--- config.mk ---
export PLATFORM = sky130hd
export DESIGN_NAME = mem_port_arbiter
export DESIGN_NICKNAME = d
export VERILOG_FILES = /design/src/rtl/mem_port_arbiter.sv
export SDC_FILE = /design/constraint.sdc
export NUM_CORES = 1
export LEC_CHECK = 0
export ABC_AREA = 1
export CAP_MARGIN = 20
export CORE_MARGIN = 4
export CORE_UTILIZATION = 40
export DETAILED_ROUTE_END_ITERATION = 10
export GPL_ROUTABILITY_DRIVEN = 1
export PLACE_DENSITY = 0.68
export REMOVE_ABC_BUFFERS = 1
export SYNTH_ARGS = -nofsm -noshare
export SYNTH_HDL_FRONTEND = slang
export SYNTH_SLANG_ARGS = --single-unit
--- constraint.sdc ---
create_clock -name clock -period 1.9 [get_ports clock]
set_input_delay 0.19 -clock clock [delete_from_list [all_inputs] [get_ports clock]]
set_output_delay 0.19 -clock clock [all_outputs]
set_load 0.005 [all_outputs]
--- src/rtl/mem_port_arbiter.sv ---
// mem_port_arbiter
// Arbitrates the single-ported, byte-wide unified memory between instruction
// fetch and the data stage. Each granted word moves as four big-endian byte
// beats. Read data is assembled and returned with a one-cycle done pulse.
// Data requests have priority. A starvation counter hands a tie to fetch
// after STARVE_MAX consecutive data grants.
//
// Ports:
//   clock, reset_n            rising-edge clock, async active-low reset
//   if_req/if_addr            fetch word-read request (held until if_done)
//   if_rdata/if_done          fetched word and completion pulse
//   dm_req/dm_we/dm_addr/     data read/write request (held until dm_done)
//   dm_wdata
//   dm_rdata/dm_done          load data and completion pulse
//   mem_en/mem_we/mem_addr/   per-beat memory interface; read data arrives
//   mem_wdata/mem_rdata       the cycle after its beat
//   busy                      transfer in progress
//   owner                     current or last grantee (1 = data, 0 = fetch)
module mem_port_arbiter #(
    parameter int unsigned STARVE_MAX = 3,
    parameter int unsigned ADDR_W     = 12
) (
    input  logic              clock,
    input  logic              reset_n,
    input  logic              if_req,
    input  logic [ADDR_W-1:0] if_addr,
    output logic [31:0]       if_rdata,
    output logic              if_done,
    input  logic              dm_req,
    input  logic              dm_we,
    input  logic [ADDR_W-1:0] dm_addr,
    input  logic [31:0]       dm_wdata,
    output logic [31:0]       dm_rdata,
    output logic              dm_done,
    output logic              mem_en,
    output logic              mem_we,
    output logic [ADDR_W-1:0] mem_addr,
    output logic [7:0]        mem_wdata,
    input  logic [7:0]        mem_rdata,
    output logic              busy,
    output logic              owner
);

    localparam int unsigned CNT_W  = 4;
    localparam int unsigned BEAT_W = 2;
    localparam logic [CNT_W-1:0] STARVE_LIM = CNT_W'(STARVE_MAX);

    typedef enum logic [1:0] {
        S_IDLE = 2'd0,
        S_XFER = 2'd1,
        S_WAIT = 2'd2,
        S_DONE = 2'd3
    } state_t;

    state_t              state,      state_nxt;
    logic [BEAT_W-1:0]   beat,       beat_nxt;
    logic [ADDR_W-1:0]   base,       base_nxt;
    logic                we_l,       we_l_nxt;
    logic [31:0]         wdata_l,    wdata_l_nxt;
    logic [CNT_W-1:0]    starve_cnt, starve_cnt_nxt;
    logic [23:0]         rd_buf,     rd_buf_nxt;
    logic                owner_nxt;
    logic [31:0]         if_rdata_nxt, dm_rdata_nxt;
    logic                if_done_nxt,  dm_done_nxt;
    logic                mem_en_nxt,   mem_we_nxt;
    logic [ADDR_W-1:0]   mem_addr_nxt;
    logic [7:0]          mem_wdata_nxt;
    logic                busy_nxt;

    logic                grant_dm_c;
    logic                grant_if_c;

    // Big-endian byte select: beat 0 carries the most significant byte.
    function automatic logic [7:0] beat_byte(input logic [31:0] w,
                                             input logic [BEAT_W-1:0] b);
        logic [7:0] r;
        case (b)
            2'd0:    r = w[31:24];
            2'd1:    r = w[23:16];
            2'd2:    r = w[15:8];
            default: r = w[7:0];
        endcase
        return r;
    endfunction

    // Tie goes to data unless fetch has waited through STARVE_MAX data grants.
    always_comb begin
        grant_dm_c = dm_req && !(if_req && (starve_cnt == STARVE_LIM));
        grant_if_c = if_req && !grant_dm_c;
    end

    // Next-state and registered-output logic.
    always_comb begin
        state_nxt      = state;
        beat_nxt       = beat;
        base_nxt       = base;
        we_l_nxt       = we_l;
        wdata_l_nxt    = wdata_l;
        starve_cnt_nxt = starve_cnt;
        rd_buf_nxt     = rd_buf;
        owner_nxt      = owner;
        if_rdata_nxt   = if_rdata;
        dm_rdata_nxt   = dm_rdata;
        if_done_nxt    = 1'b0;
        dm_done_nxt    = 1'b0;
        mem_en_nxt     = 1'b0;
        mem_we_nxt     = 1'b0;
        mem_addr_nxt   = '0;
        mem_wdata_nxt  = '0;

        case (state)
            S_IDLE: begin
                if (grant_dm_c || grant_if_c) begin
                    state_nxt   = S_XFER;
                    beat_nxt    = '0;
                    owner_nxt   = grant_dm_c;
                    base_nxt    = grant_dm_c ? dm_addr : if_addr;
                    we_l_nxt    = grant_dm_c && dm_we;
                    wdata_l_nxt = grant_dm_c ? dm_wdata : 32'd0;
                    if (grant_if_c) begin
                        starve_cnt_nxt = '0;
                    end else if (if_req && (starve_cnt != STARVE_LIM)) begin
                        starve_cnt_nxt = starve_cnt + CNT_W'(1);
                    end
                    // Beat 0 is presented in the first XFER cycle.
                    mem_en_nxt    = 1'b1;
                    mem_we_nxt    = we_l_nxt;
                    mem_addr_nxt  = base_nxt;
                    mem_wdata_nxt = beat_byte(wdata_l_nxt, 2'd0);
                end
            end
            S_XFER: begin
                // Byte from the previous beat is valid now.
                case (beat)
                    2'd1:    rd_buf_nxt[23:16] = mem_rdata;
                    2'd2:    rd_buf_nxt[15:8]  = mem_rdata;
                    2'd3:    rd_buf_nxt[7:0]   = mem_rdata;
                    default: rd_buf_nxt        = rd_buf;
                endcase
                if (beat == 2'd3) begin
                    state_nxt = S_WAIT;
                end else begin
                    beat_nxt      = beat + BEAT_W'(1);
                    mem_en_nxt    = 1'b1;
                    mem_we_nxt    = we_l;
                    mem_addr_nxt  = base + ADDR_W'(beat_nxt);
                    mem_wdata_nxt = beat_byte(wdata_l, beat_nxt);
                end
            end
            S_WAIT: begin
                // Last byte lands here; done and rdata update appear in DONE.
                state_nxt = S_DONE;
                if (owner) begin
                    dm_done_nxt = 1'b1;
                    if (!we_l) begin
                        dm_rdata_nxt = {rd_buf, mem_rdata};
                    end
                end else begin
                    if_done_nxt  = 1'b1;
                    if_rdata_nxt = {rd_buf, mem_rdata};
                end
            end
            S_DONE: begin
                state_nxt = S_IDLE;
            end
            default: begin
                state_nxt = S_IDLE;
            end
        endcase

        busy_nxt = (state_nxt != S_IDLE);
    end

    // State and output registers.
    always_ff @(posedge clock or negedge reset_n) begin
        if (!reset_n) begin
            state      <= S_IDLE;
            beat       <= '0;
            base       <= '0;
            we_l       <= 1'b0;
            wdata_l    <= '0;
            starve_cnt <= '0;
            rd_buf     <= '0;
            owner      <= 1'b0;
            if_rdata   <= '0;
            dm_rdata   <= '0;
            if_done    <= 1'b0;
            dm_done    <= 1'b0;
            mem_en     <= 1'b0;
            mem_we     <= 1'b0;
            mem_addr   <= '0;
            mem_wdata  <= '0;
            busy       <= 1'b0;
        end else begin
            state      <= state_nxt;
            beat       <= beat_nxt;
            base       <= base_nxt;
            we_l       <= we_l_nxt;
            wdata_l    <= wdata_l_nxt;
            starve_cnt <= starve_cnt_nxt;
            rd_buf     <= rd_buf_nxt;
            owner      <= owner_nxt;
            if_rdata   <= if_rdata_nxt;
            dm_rdata   <= dm_rdata_nxt;
            if_done    <= if_done_nxt;
            dm_done    <= dm_done_nxt;
            mem_en     <= mem_en_nxt;
            mem_we     <= mem_we_nxt;
            mem_addr   <= mem_addr_nxt;
            mem_wdata  <= mem_wdata_nxt;
            busy       <= busy_nxt;
        end
    end

endmodule
==> out/qor.csv <==
stage,metric,value,unit
outcome,run status,"finished, final reports clean",
sta,Worst-Margin Slew,0.509,ns
logic_synthesis,Yosys reg bits,167,
placed_design,Place WS,-0.0252,ns
setup_path,Critical Path Start Type,flop,
grt,vias in the first global route,5426,
route,TritonRoute pass-1 iters,5,
route,DRC violations left,0,
power_and_ir_drop,Combinational Power Share,0.379,
placed_design,DP Cell Count,1142,
sta,Layout Skew,0.0189,ns
cts,H-Tree Depth,4,
sta,fin crit share,0.940,
setup_path,worst path required time,2.21,ns
grt,largest net degree at the start of global routing,65,
floorplan,die height,142,µm
cts,Clock transition at path regs,0.07,ns
placed_design,HPWL after detailed placement,11900,µm
setup_path,WS Path Type,reg2reg,
setup_path,CP Capture Type,flop,
floorplan,CORE AREA,17400,µm²
cts,Clock Root Buffer,clkbuf_16,
route,number of DRC markers in iteration 0,384,
logic_synthesis,synth warn,0,
power_and_ir_drop,sw frac,0.354,
cts,CTS tree,yes,
setup_path,CP max stage cell,dfrtp_1,
layout,final net count,1016,
route,antenna-violating nets left,0,
setup_path,CP peak stage delay,0.39,ns
power_and_ir_drop,share of power burned in registers,0.402,
logic_synthesis,synthesized area,7160,µm²
floorplan,die width,142,µm
layout,Antenna diodes,0,
floorplan,Initial Utilization,0.411,
power_and_ir_drop,P_int,9540,µW
grt,initial antenna violation count,0,
sta,final hold violation count,0,
sta,PnR worst setup slack,0.113,ns
power_and_ir_drop,Power Density,1540,nW/µm²
cts,Max clock buf depth,2,
power_and_ir_drop,Sw Pwr,5240,µW
logic_synthesis,Gate Count Post-Synth,772,
hold_path,Hold Crit Class,in2async,
layout,share of cells above drive strength 1,0.111,
layout,most frequent cells in the layout,"230 x nand2_1, 167 x dfrtp_1, 157 x clkdlybuf4s50_1, 90 x inv_1, 71 x o21ai_0",
cts,clock sink count,167,
logic_synthesis,"Seq/Total Area, Yosys",0.583,
setup_path,R2R Path Start,beat[1],
sta,Slew HR,0.661,
setup_path,crit path cell chain,inv_1 -> ha_4 -> buf_4 -> ha_1 -> nand3_1 -> nand2_2 -> inv_1 -> nor2_1 -> nor2_1 -> nand2_1 -> nand2_1,
placed_design,Final GP Congestion,0.838,
power_and_ir_drop,VDD IR max,0.938,mV
route,detailed-route via count,5522,
logic_synthesis,Mapped Avg Cell Area,9.28,µm²
placed_design,Port Buf Inserts,158,
logic_synthesis,post-synthesis cell type count,32,
floorplan,Die Area,20100,µm²
sta,Setup TNS,0,ns
sta,RSZ-0062 raised after global routing,no,
power_and_ir_drop,Lkg Pwr,0.00470,µW
sta,final worst path period need,1.79,ns
layout,"most common cell after layout, fill and taps aside",nand2_1,
setup_path,CP Max Fanout,8,
sta,fin. max-slew vios,0,
cts,clock latency on the worst-skew pair,0.43,ns
floorplan,row count,48,
sta,Max Clock Freq,0.560,GHz
sta,setup violators final,0,
cts,CTS Buf Count,17,
layout,Area Overhead vs Synth,34.1,%
grt,GR Overflow Total,0,
grt,GRT Util Overall,0.174,
floorplan,io pins,159,
layout,post-layout util,0.552,
flow_run,Max Cap Viol,0,
route,WL/cell,14.5,µm
layout,Finished Layout Cells,1175,
setup_path,crit path from,beat[1],
grt,first-pass GRT wire length,27900,µm
route,final WL,17100,µm
setup_path,Critical Path AT,2.09,ns
cts,post-CTS setup buffers,0,
power_and_ir_drop,Clk pwr share,0.218,
route,Vias/cell,4.70,
## state kept, by name (all words and copies together) (netlist names), 2 cells and up
| signal | cells |
|---|---|
| base | 12 |
| beat | 2 |
| dm_rdata | 32 |
| if_rdata | 32 |
| mem_addr | 12 |
| mem_wdata | 8 |
| rd_buf | 24 |
| starve_cnt | 4 |
| state | 2 |
| wdata_l | 32 |
## kinds of logic after synthesis
logic type	share of synthesized area
flip-flops	0.583
XOR/XNOR	0.00245
multiplexers	0.00140
AO/OA/AOI/OAI	0.112
adder cells (fa/ha/maj)	0.0185
AND/OR/NAND/NOR	0.198
buffers and inverters	0.0844
## metal layers
layer / part of all wire / track usage
met1: 0.47 / 0.248
met2: 0.46 / 0.267
met3: 0.058 / 0.0448
met4: 0.0087 / 0.0465
met5: 0 / 0
## layout make-up
type | instances | area [µm²]
clock buffers | 18 | 439
clock inverters | 14 | 115
fillers | 1631 | 7810
inverters | 97 | 364
multi-input cells | 473 | 2420
flip-flops and latches | 167 | 4180
well taps | 225 | 282
repair buffers | 181 | 1810
## power by group through the flow
| stage | Combinational, µW | Sequential [µW] | Clock (µW) |
|---|---|---|---|
| 3_5_place_dp | 5610 | 5980 | 0 |
| 2_1_floorplan | 2800 | 5890 | 0 |
| 6_report | 5600 | 5940 | 3230 |
| 3_3_place_gp | 5450 | 5970 | 0 |
| 5_1_grt | 6330 | 6160 | 3470 |
| 4_1_cts | 5630 | 5940 | 3310 |
## per-stage QoR
step	power (µW)	hold slack [ns]	area, µm²
6_report	14800	0.192	9610
5_1_grt	16000	0.187	9610
4_1_cts	14900	0.177	9570
3_5_place_dp	11600	0.0675	9010
3_3_place_gp	11400	0.0647	9010
2_1_floorplan	8690	-0.106	6920
## synthesized netlist by cell type
library cell	instances	area share
nor2_1	8	0.0042
buf_1	2	0.0010
xor2_1	2	0.0024
dfrtp_1	167	0.58
o21ai_2	21	0.026
buf_6	10	0.016
nand2_2	1	0.00087
o21ai_0	71	0.050
mux2i_1	1	0.0014
buf_4	5	0.0052
a21oi_1	9	0.0063
nand3_1	43	0.030
nor2_2	1	0.00087
inv_1	92	0.048
or2_0	1	0.00087
fa_1	1	0.0028
inv_2	5	0.0026
nand2_4	4	0.0063
nand3b_1	13	0.014
buf_2	11	0.0077
o21ai_4	1	0.0023
nor2_4	4	0.0063
nand4_1	11	0.0096
nand2_1	233	0.12
nand3_2	1	0.0014
ha_1	9	0.016
o21bai_1	1	0.0010
o211ai_1	8	0.0084
or2_2	2	0.0017
clkbuf_2	1	0.00070
clkbuf_1	6	0.0031
o21ai_1	27	0.019
## what timing repair did
action | in CTS | in global routing
pin swaps | 0 | 1
endpoints found under the hold margin | 134 | 0
setup endpoints to repair | 3 | 9
resized for setup | 1 | 9
hold buffers | 1 | 0
## final timing paths
| kind | to | slack [ns] | depth (start not counted) |
|---|---|---|---|
| max in group asynchronous | mem_we | 1.00 | 3 |
| worst max-delay path | mem_addr[5] | 0.11 | 11 |
| worst min register to register | dm_rdata[26] | 0.48 | 2 |
| worst min-delay path | dm_rdata[26] | 0.19 | 2 |
| min in group clock | wdata_l[15] | 0.31 | 3 |
| worst max register to register | mem_addr[5] | 0.11 | 11 |
## critical path: cells and delay by family (launching register included)
kind                       cells  cell delay, ns
and+or+nand+nor                6            0.49
adders and majority gates      2            0.47
DFF                            1            0.39
buffers and inverters          3            0.34
(Power assumes the default switching activity.)
